[config.mk]
export PLATFORM = sky130hd
export DESIGN_NAME = pong_match_ctrl_flat
export DESIGN_NICKNAME = d
export VERILOG_FILES = /design/src/rtl/pong_match_ctrl_pkg.sv /design/src/rtl/pong_match_ctrl_if.sv /design/src/rtl/pong_match_ctrl_start_edge.sv /design/src/rtl/pong_match_ctrl.sv /design/src/flat_wrapper.sv
export SDC_FILE = /design/constraint.sdc
export NUM_CORES = 1
export LEC_CHECK = 0
export CAP_MARGIN = 0
export CELL_PAD_IN_SITES_DETAIL_PLACEMENT = 1
export CELL_PAD_IN_SITES_GLOBAL_PLACEMENT = 1
export CORE_MARGIN = 3
export CORE_UTILIZATION = 35
export CTS_CLUSTER_SIZE = 25
export DETAILED_ROUTE_END_ITERATION = 8
export PLACE_DENSITY = 0.7
export REMOVE_ABC_BUFFERS = 1
export SYNTH_ARGS = -nofsm -noshare
export SYNTH_HDL_FRONTEND = slang
export SYNTH_SLANG_ARGS = --single-unit
[constraint.sdc]
create_clock -name i_Clk -period 8.9 [get_ports i_Clk]
set_input_delay 2.225 -clock i_Clk [delete_from_list [all_inputs] [get_ports i_Clk]]
set_output_delay 2.225 -clock i_Clk [all_outputs]
set_load 0.01 [all_outputs]
[src/rtl/pong_match_ctrl_pkg.sv]
// ----------------------------------------------------------------------------
// pong_match_ctrl_pkg: state encodings and result/winner codes for the match
// sequencer, the ball block and the renderer.  Rev 1.0
// ----------------------------------------------------------------------------
`default_nettype none

package pong_match_ctrl_pkg;

  typedef enum logic [1:0] {
    ST_IDLE  = 2'd0,
    ST_SERVE = 2'd1,
    ST_PLAY  = 2'd2,
    ST_OVER  = 2'd3
  } state_t;

  localparam logic [1:0] RES_NONE    = 2'd0;
  localparam logic [1:0] RES_P1      = 2'd1;
  localparam logic [1:0] RES_P2      = 2'd2;
  localparam logic [1:0] RES_INVALID = 2'd3;

  localparam logic [1:0] WIN_NONE = 2'd0;
  localparam logic [1:0] WIN_P1   = 2'd1;
  localparam logic [1:0] WIN_P2   = 2'd2;

endpackage

`default_nettype wire

[src/rtl/pong_match_ctrl_if.sv]
// ----------------------------------------------------------------------------
// pong_match_ctrl_if: start/result inputs and score/status outputs of the
// match sequencer.  Rev 1.0
// ----------------------------------------------------------------------------
`default_nettype none

interface pong_match_ctrl_if #(
  parameter int SCORE_WIDTH = 4
);
  logic                   i_start;
  logic [1:0]             i_game_result;
  logic                   o_ball_enable;
  logic [SCORE_WIDTH-1:0] o_P1_score;
  logic [SCORE_WIDTH-1:0] o_P2_score;
  logic [1:0]             o_winner;
  logic                   o_point_pulse;
  logic [1:0]             o_state;

  modport master (
    output i_start, i_game_result,
    input  o_ball_enable, o_P1_score, o_P2_score, o_winner, o_point_pulse, o_state
  );

  modport slave (
    input  i_start, i_game_result,
    output o_ball_enable, o_P1_score, o_P2_score, o_winner, o_point_pulse, o_state
  );
endinterface

`default_nettype wire

[src/rtl/pong_match_ctrl_start_edge.sv]
// ----------------------------------------------------------------------------
// pong_match_ctrl_start_edge: rising-edge detector for the start button.
// Rev 1.0
// ----------------------------------------------------------------------------
`default_nettype none

module pong_match_ctrl_start_edge (
  input  wire logic clk,
  input  wire logic rst,
  input  wire logic start,
  output logic      start_rise
);
  logic start_d;

  // Capturing the live level during reset stops a held button from firing.
  always_ff @(posedge clk) begin
    start_d <= start;
  end

  assign start_rise = start & ~start_d & ~rst;
endmodule

`default_nettype wire

[src/rtl/pong_match_ctrl.sv]
// ----------------------------------------------------------------------------
// pong_match_ctrl: match sequencer -- serve delay, score keeping, winner.
// Rev 1.0
// ----------------------------------------------------------------------------
`default_nettype none

module pong_match_ctrl
  import pong_match_ctrl_pkg::*;
#(
  parameter int WIN_SCORE   = 7,
  parameter int SERVE_DELAY = 25000000,
  parameter int SCORE_WIDTH = 4,
  parameter int CNT_WIDTH   = 32
) (
  input  wire logic        i_Clk,
  input  wire logic        i_Reset,
  pong_match_ctrl_if.slave bus
);
  localparam logic [SCORE_WIDTH-1:0] WIN_VAL  = SCORE_WIDTH'(WIN_SCORE);
  localparam logic [CNT_WIDTH-1:0]   CNT_LOAD = CNT_WIDTH'(SERVE_DELAY - 1);

  state_t                 state, state_n;
  logic [CNT_WIDTH-1:0]   cnt, cnt_n;
  logic [SCORE_WIDTH-1:0] p1, p1_n, p2, p2_n;
  logic [1:0]             winner, winner_n;
  logic                   pulse, pulse_n;
  logic                   ball_enable;
  logic                   start_rise;

  pong_match_ctrl_start_edge u_start_edge (
    .clk        (i_Clk),
    .rst        (i_Reset),
    .start      (bus.i_start),
    .start_rise (start_rise)
  );

  always_ff @(posedge i_Clk) begin
    if (i_Reset) begin
      state       <= ST_IDLE;
      cnt         <= '0;
      p1          <= '0;
      p2          <= '0;
      winner      <= WIN_NONE;
      pulse       <= 1'b0;
      ball_enable <= 1'b0;
    end else begin
      state       <= state_n;
      cnt         <= cnt_n;
      p1          <= p1_n;
      p2          <= p2_n;
      winner      <= winner_n;
      pulse       <= pulse_n;
      ball_enable <= (state_n == ST_PLAY);
    end
  end

  always_comb begin
    state_n  = state;
    cnt_n    = cnt;
    p1_n     = p1;
    p2_n     = p2;
    winner_n = winner;
    pulse_n  = 1'b0;
    case (state)
      ST_IDLE: begin
        if (start_rise) begin
          state_n = ST_SERVE;
          cnt_n   = CNT_LOAD;
        end
      end
      ST_SERVE: begin
        // Result is ignored here: the ball clears it while disabled.
        if (cnt == '0) state_n = ST_PLAY;
        else           cnt_n   = cnt - CNT_WIDTH'(1);
      end
      ST_PLAY: begin
        if (bus.i_game_result == RES_P1) begin
          pulse_n = 1'b1;
          p1_n    = p1 + SCORE_WIDTH'(1);
          if (p1_n == WIN_VAL) begin
            state_n  = ST_OVER;
            winner_n = WIN_P1;
          end else begin
            state_n = ST_SERVE;
            cnt_n   = CNT_LOAD;
          end
        end else if (bus.i_game_result == RES_P2) begin
          pulse_n = 1'b1;
          p2_n    = p2 + SCORE_WIDTH'(1);
          if (p2_n == WIN_VAL) begin
            state_n  = ST_OVER;
            winner_n = WIN_P2;
          end else begin
            state_n = ST_SERVE;
            cnt_n   = CNT_LOAD;
          end
        end
      end
      ST_OVER: begin
        if (start_rise) begin
          p1_n     = '0;
          p2_n     = '0;
          winner_n = WIN_NONE;
          state_n  = ST_SERVE;
          cnt_n    = CNT_LOAD;
        end
      end
      default: state_n = ST_IDLE;
    endcase
  end

  assign bus.o_state       = state;
  assign bus.o_ball_enable = ball_enable;
  assign bus.o_P1_score    = p1;
  assign bus.o_P2_score    = p2;
  assign bus.o_winner      = winner;
  assign bus.o_point_pulse = pulse;
endmodule

`default_nettype wire

[src/flat_wrapper.sv]
// flat-port wrapper written by rule: the top's interface ports become plain ports
module pong_match_ctrl_flat import pong_match_ctrl_pkg::*;
#(
  parameter int WIN_SCORE   = 7,
  parameter int SERVE_DELAY = 25000000,
  parameter int SCORE_WIDTH = 4,
  parameter int CNT_WIDTH   = 32
)
  (i_Clk, i_Reset, bus_i_start, bus_i_game_result, bus_o_ball_enable, bus_o_P1_score, bus_o_P2_score, bus_o_winner, bus_o_point_pulse, bus_o_state);
  pong_match_ctrl_if #(.SCORE_WIDTH(SCORE_WIDTH)) bus_i ();
  input  wire logic i_Clk;
  input  wire logic i_Reset;
  input wire logic [$bits(bus_i.i_start)-1:0] bus_i_start;
  input wire logic [$bits(bus_i.i_game_result)-1:0] bus_i_game_result;
  output wire logic [$bits(bus_i.o_ball_enable)-1:0] bus_o_ball_enable;
  output wire logic [$bits(bus_i.o_P1_score)-1:0] bus_o_P1_score;
  output wire logic [$bits(bus_i.o_P2_score)-1:0] bus_o_P2_score;
  output wire logic [$bits(bus_i.o_winner)-1:0] bus_o_winner;
  output wire logic [$bits(bus_i.o_point_pulse)-1:0] bus_o_point_pulse;
  output wire logic [$bits(bus_i.o_state)-1:0] bus_o_state;
  assign bus_i.i_start = bus_i_start;
  assign bus_i.i_game_result = bus_i_game_result;
  assign bus_o_ball_enable = bus_i.o_ball_enable;
  assign bus_o_P1_score = bus_i.o_P1_score;
  assign bus_o_P2_score = bus_i.o_P2_score;
  assign bus_o_winner = bus_i.o_winner;
  assign bus_o_point_pulse = bus_i.o_point_pulse;
  assign bus_o_state = bus_i.o_state;
  pong_match_ctrl #(.WIN_SCORE(WIN_SCORE), .SERVE_DELAY(SERVE_DELAY), .SCORE_WIDTH(SCORE_WIDTH), .CNT_WIDTH(CNT_WIDTH)) u_core (.i_Clk(i_Clk), .i_Reset(i_Reset), .bus(bus_i));
endmodule
---- Word-level counts from Yosys, hierarchy flattened ----
Cells that the tools add are included.
cells by class
  bitwise operators ....................... 5
  muxes and demuxes ....................... 28
  $add $sub $neg .......................... 3
  equality and inequality tests ........... 19
  reduce and logical (&&, ||, !) cells .... 9
operators with widths
  kind                                                                   count
  32-bit two-way mux                                                     6
  32-bit one-hot mux with 3 select lines                                 1
  32-bit logical NOT                                                     1
  32-bit by 1-bit subtractor with 32-bit output (second input constant)  1
  2-bit two-way mux                                                      11
  4-bit two-way mux                                                      4
  4-bit one-hot mux with 2 select lines                                  2
  5-bit AND reduction                                                    2
  4-bit by 1-bit adder with 4-bit output (second input constant)         2
  2-bit == test (second input constant)                                  4
  4-bit by 3-bit == test with 1-bit output (second input constant)       2
  2-bit by 1-bit != test with 1-bit output (second input constant)       4
  3-bit by 1-bit != test with 1-bit output (second input constant)       2
  3-bit != test (second input constant)                                  2
  2-bit one-hot mux with 3 select lines                                  1
  2-bit by 1-bit == test with 1-bit output (second input constant)       2
  2-bit != test (second input constant)                                  2
  2-bit one-hot mux with 2 select lines                                  1
  4-bit AND reduction                                                    1
  2-bit OR reduction                                                     2
  3-bit by 2-bit != test with 1-bit output (second input constant)       1
  1-bit inverter                                                         3
  3-bit AND reduction                                                    1
  1-bit AND                                                              2
  other kinds (3)                                                        4
word-level totals
  register bits after elaboration ......... 47
  logic and storage cells ................. 72
  output and inout port bits .............. 14
  input bits .............................. 5

---- Depth between registers and ports, before layout ----
  depth after elaboration ................. 7
  gate-level depth with buffers ........... 9
  gate-level depth less buffers ........... 8

---- Hierarchy ----
From an unflattened synthesis, not the netlist that was laid out.
unflattened totals
  cells, all modules ...................... 352
  area total of the unflattened synthesis .. 2846.5 µm²
by module, submodules not included
  module                      sequential area each (µm²)  area each (µm²)  cells each  instances
  pong_match_ctrl             920.9                       2813.9           350         1
  pong_match_ctrl_start_edge  20.0                        32.5             2           1

---- Worst setup path after synthesis ----
OpenSTA, ideal clock, no wires.
  path type ............................... input to register
  start ................................... input bus_i_game_result[1]
  end ..................................... register u_core.cnt[24]
  setup slack ............................. 5034 ps
  arrival ................................. 3780 ps
  required time ........................... 8814 ps
  stages on the path ...................... 9
  library setup time ...................... 86 ps
  path buffers ............................ 1
  cell sequence ........................... inv_1 > ha_1 > nand2b_1 > a31oi_1 > o221ai_1 > nand2_1 > clkbuf_1 > a41o_1 > a211oi_1
between the ends
  longest elaborated chain between the ends .. 3
  elaborated cells on any way between the ends .. 8
  those cells by class .................... 5 x eq/ne; 2 x mux; 1 x reduce/logical
RTL lines
  element                                                                                  line                                          RTL
  from (decl)                                                                              flat_wrapper.sv:14                            input wire logic [$bits(bus_i.i_game_result)-1:0] bus_i_game_result;
  2-bit by 1-bit == test with 1-bit output or 2-bit == test (tied branches)                pong_match_ctrl.sv:77, pong_match_ctrl.sv:87
  3-bit != test (no line), or another cell as far along                                    -
  5-bit AND reduction (no line) or 32-bit one-hot mux with 3 select lines (tied branches)  -
  to (signal assigned)                                                                     pong_match_ctrl.sv:48                         cnt <= cnt_n;
  to (decl)                                                                                pong_match_ctrl.sv:23                         logic [CNT_WIDTH-1:0] cnt, cnt_n;
Parallel ways exist; a longest one is shown, timed or not.
A chain may end at the register's enable or synchronous reset.

---- Worst setup path in the final report ----
  start ................................... input bus_i_game_result[1]
  end ..................................... register u_core.cnt[12]
Same word-level chain as after synthesis.

==> results.ini <==
[outcome]
run_status=completed

[drt]
first_pass_iters=4
drc=0
wl_um=7950
routedWlPerCell_um=17.6
via_per_inst=5.98
drt_iter0_drc=106
ant_nets=0
vias=2698

[setup_path]
worst_setup_path_start_kind=input port
cp.arrival_ns=5.14
worst_setup_path_end_kind=register
r2r-end=u_core.cnt[14]$_SDFFE_PP0P_
critical_path.max_fanout=31
crit_required_ns=9.06
worstSetupPathType=input port to register
r2r-start=u_core.bus.o_P1_score[0]$_SDFFE_PP0P_
rrSetupSlack_ns=5.25
reg2reg_depth=7

[cts]
ctsHoldBuffers=0
clkSinkCount=47
clockRootBuffer=clkbuf_8
path_clk_slew_ns=0.08
cts.repair.resized=0
worstSkewPairLatency_ns=0.30
cts_inserted_buffers=5
cts_buffer_depth=2
cts_setup_buffers=0
cts_tree=built
cts_max_level=2

[timing]
final.min_clock_period_ns=4.98
hold-worst-slack_ns=0.486
skew_ns=0.00544
fin_setup_tns_ns=0
finalSetupViolCount=0
hold_violations=0
fmax_mhz=201
final_max_slew_viol_count=0
maxSlewHeadroom_pct=26.0
worst_pin_slew_ns=1.11
period_share_pct=56.0
rsz0062_at_grt=false

[synthesis]
synth_common_cells=47 x dfxtp_1, 24 x nor2_1, 23 x nand2_1
synth_most_common_cell=dfxtp_1
synth_area_per_cell_um2=8.12
synthFlopType=dfxtp_1
ys_ff_latch=47
synth_cell_types=51
synth_top_area_share_pct=33.7
syn_area_um2=2790
synthArstFlopShare_pct=0
synth.largest_area_cell=dfxtp_1
synth_enable_flop_cells=0
synth_cells=344
synth_area_leaders=dfxtp_1 34%, ha_1 5.4%, o21ai_0 3.9%, nor3_1 3.6%, a311oi_1 3.4%
synth-warning-count=0
ys_seq_area_share_pct=33.7

[pwr]
total_power_uw=621
powerDensity_nw_per_um2=199
leakage_nw=1.06
vdd_ir_drop_max_uv=71.9

[final_layout]
fin_cells=451
antenna_cells=0
layout.nets=368
area_delta_synth_final_pct=11.5
fillers=903
drive_gt1_share_pct=6.25

[placement]
gp_congestion=0.786
place_inst=443
hpwl_um=5380
port_buffers=18

[global_route]
grt_pass1_wl_um=13700
grt_max_degree=49
grt_pass1_vias=2625
grt_usage_pct=18.9
grt_antenna_before_repair=0
overflow=0

[flow_run]
drv_cap=0

[floorplan]
start_util_pct=37.3
die_height_um=95.3
rows=31
ios=19
core_um2=7490
dieWidth_um=95.3
dieArea_um2=9090

[hold_path]
min-delay-start=u_core.cnt[21]$_SDFFE_PP0P_
min_to=u_core.cnt[21]$_SDFFE_PP0P_
hold_depth=1
hp-class=register to register

==> placed cells by master (no fill, tap or decap), types with 2 or more instances in the layout <==
cell type and n:
o31ai_1 7, or4_1 6, or3_1 2, dfxtp_1 47, o41ai_1 3, ha_1 12
nand3_1 17, a21oi_1 19, nor3b_1 3, buf_4 2, a311oi_2 5, nor2b_1 2
nand2b_1 9, o311ai_0 3, nor4_1 6, clkbuf_8 7, xnor2_1 3, and2_1 3
nor2_1 24, a311oi_1 11, clkdlybuf4s50_1 17, o21ai_0 22, nand2_1 23, a211oi_1 7
a31oi_1 15, a41oi_1 3, a21o_1 2, a311o_1 2, and2_4 2, nor3_1 20
and4_1 2, nand4_1 3, nand3b_1 2, inv_1 18, or4_4 2, a32o_1 5
==> sequential cells by signal (all words and copies together) (netlist names) <==
register / flops
u_core.cnt: 32
u_core.bus.o_P1_score: 4
u_core.bus.o_P2_score: 4
u_core.bus.o_state: 2
u_core.bus.o_winner: 2
u_core.bus.o_ball_enable: 1
u_core.bus.o_point_pulse: 1
u_core.u_start_edge.start_d: 1
==> per-layer routing <==
metal | vias up | part of all wire, % | wire length (um) | track usage (%)
met3 | 5 | 2.1 | 169 | 3.55
met1 | 1336 | 52 | 4120 | 27.2
met2 | 24 | 45 | 3610 | 29.6
li1 | 1333 | - | - | -
met5 | - | 0 | 0 | 0
met4 | 0 | 0.72 | 57 | 3.37
==> power breakdown <==
| group | internal [mW] | switching, mW |
|---|---|---|
| logic | 0.0781 | 0.139 |
| registers | 0.232 | 0.0278 |
| clock network | 0.0711 | 0.0733 |
| total | 0.381 | 0.240 |
==> through the flow <==
| stage | util, % | worst slack (ns) | cell area (um2) |
|---|---|---|---|
| 2_1_floorplan | - | 4.73 | 2700 |
| 3_3_place_gp | 40.2 | 3.73 | 3010 |
| 3_5_place_dp | 40.2 | 3.61 | 3010 |
| 4_1_cts | 41.6 | 3.94 | 3110 |
| 5_1_grt | 41.6 | 3.68 | 3110 |
| 6_report | 41.6 | 3.92 | 3110 |
==> kinds of logic after synthesis <==
family	Yosys count	share of synthesized area, %
compound gates	113	29.5
xor+xnor	3	0.941
mux	1	0.358
simple gates	129	24.2
flops	47	33.7
fa+ha+maj	12	5.38
buf+inv	39	5.91
==> critical path: stages <==
cell	delay (ns)
clkdlybuf4s50_1	0.48
inv_1	0.05
ha_1	0.24
nand2b_1	0.21
a31oi_1	0.17
o221ai_1	0.23
nand2_1	0.88
and2_4	0.50
a311oi_2	0.14
==> worst max path at each step <==
stage / from / cells past startpoint / end
global route: bus_i_game_result[1] / 9 / u_core.cnt[14]$_SDFFE_PP0P_
detailed placement: bus_i_game_result[1] / 9 / u_core.cnt[4]$_SDFFE_PP0P_
global placement: bus_i_game_result[1] / 9 / u_core.cnt[4]$_SDFFE_PP0P_
finish: bus_i_game_result[1] / 9 / u_core.cnt[12]$_SDFFE_PP0P_
floorplan: bus_i_game_result[1] / 8 / u_core.cnt[14]$_SDFFE_PP0P_
CTS: bus_i_game_result[1] / 9 / u_core.cnt[12]$_SDFFE_PP0P_
==> final cells by class <==
class	count	area (um2)	area share (%)
timing repair buffer	20	190	6.11
sequential	47	941	30.2
inverter	19	71.3	2.29
multi-input combinational	258	1690	54.2
tap	99	124	3.98
clock buffer	8	100	3.22
Power figures use the tool's default switching activity.
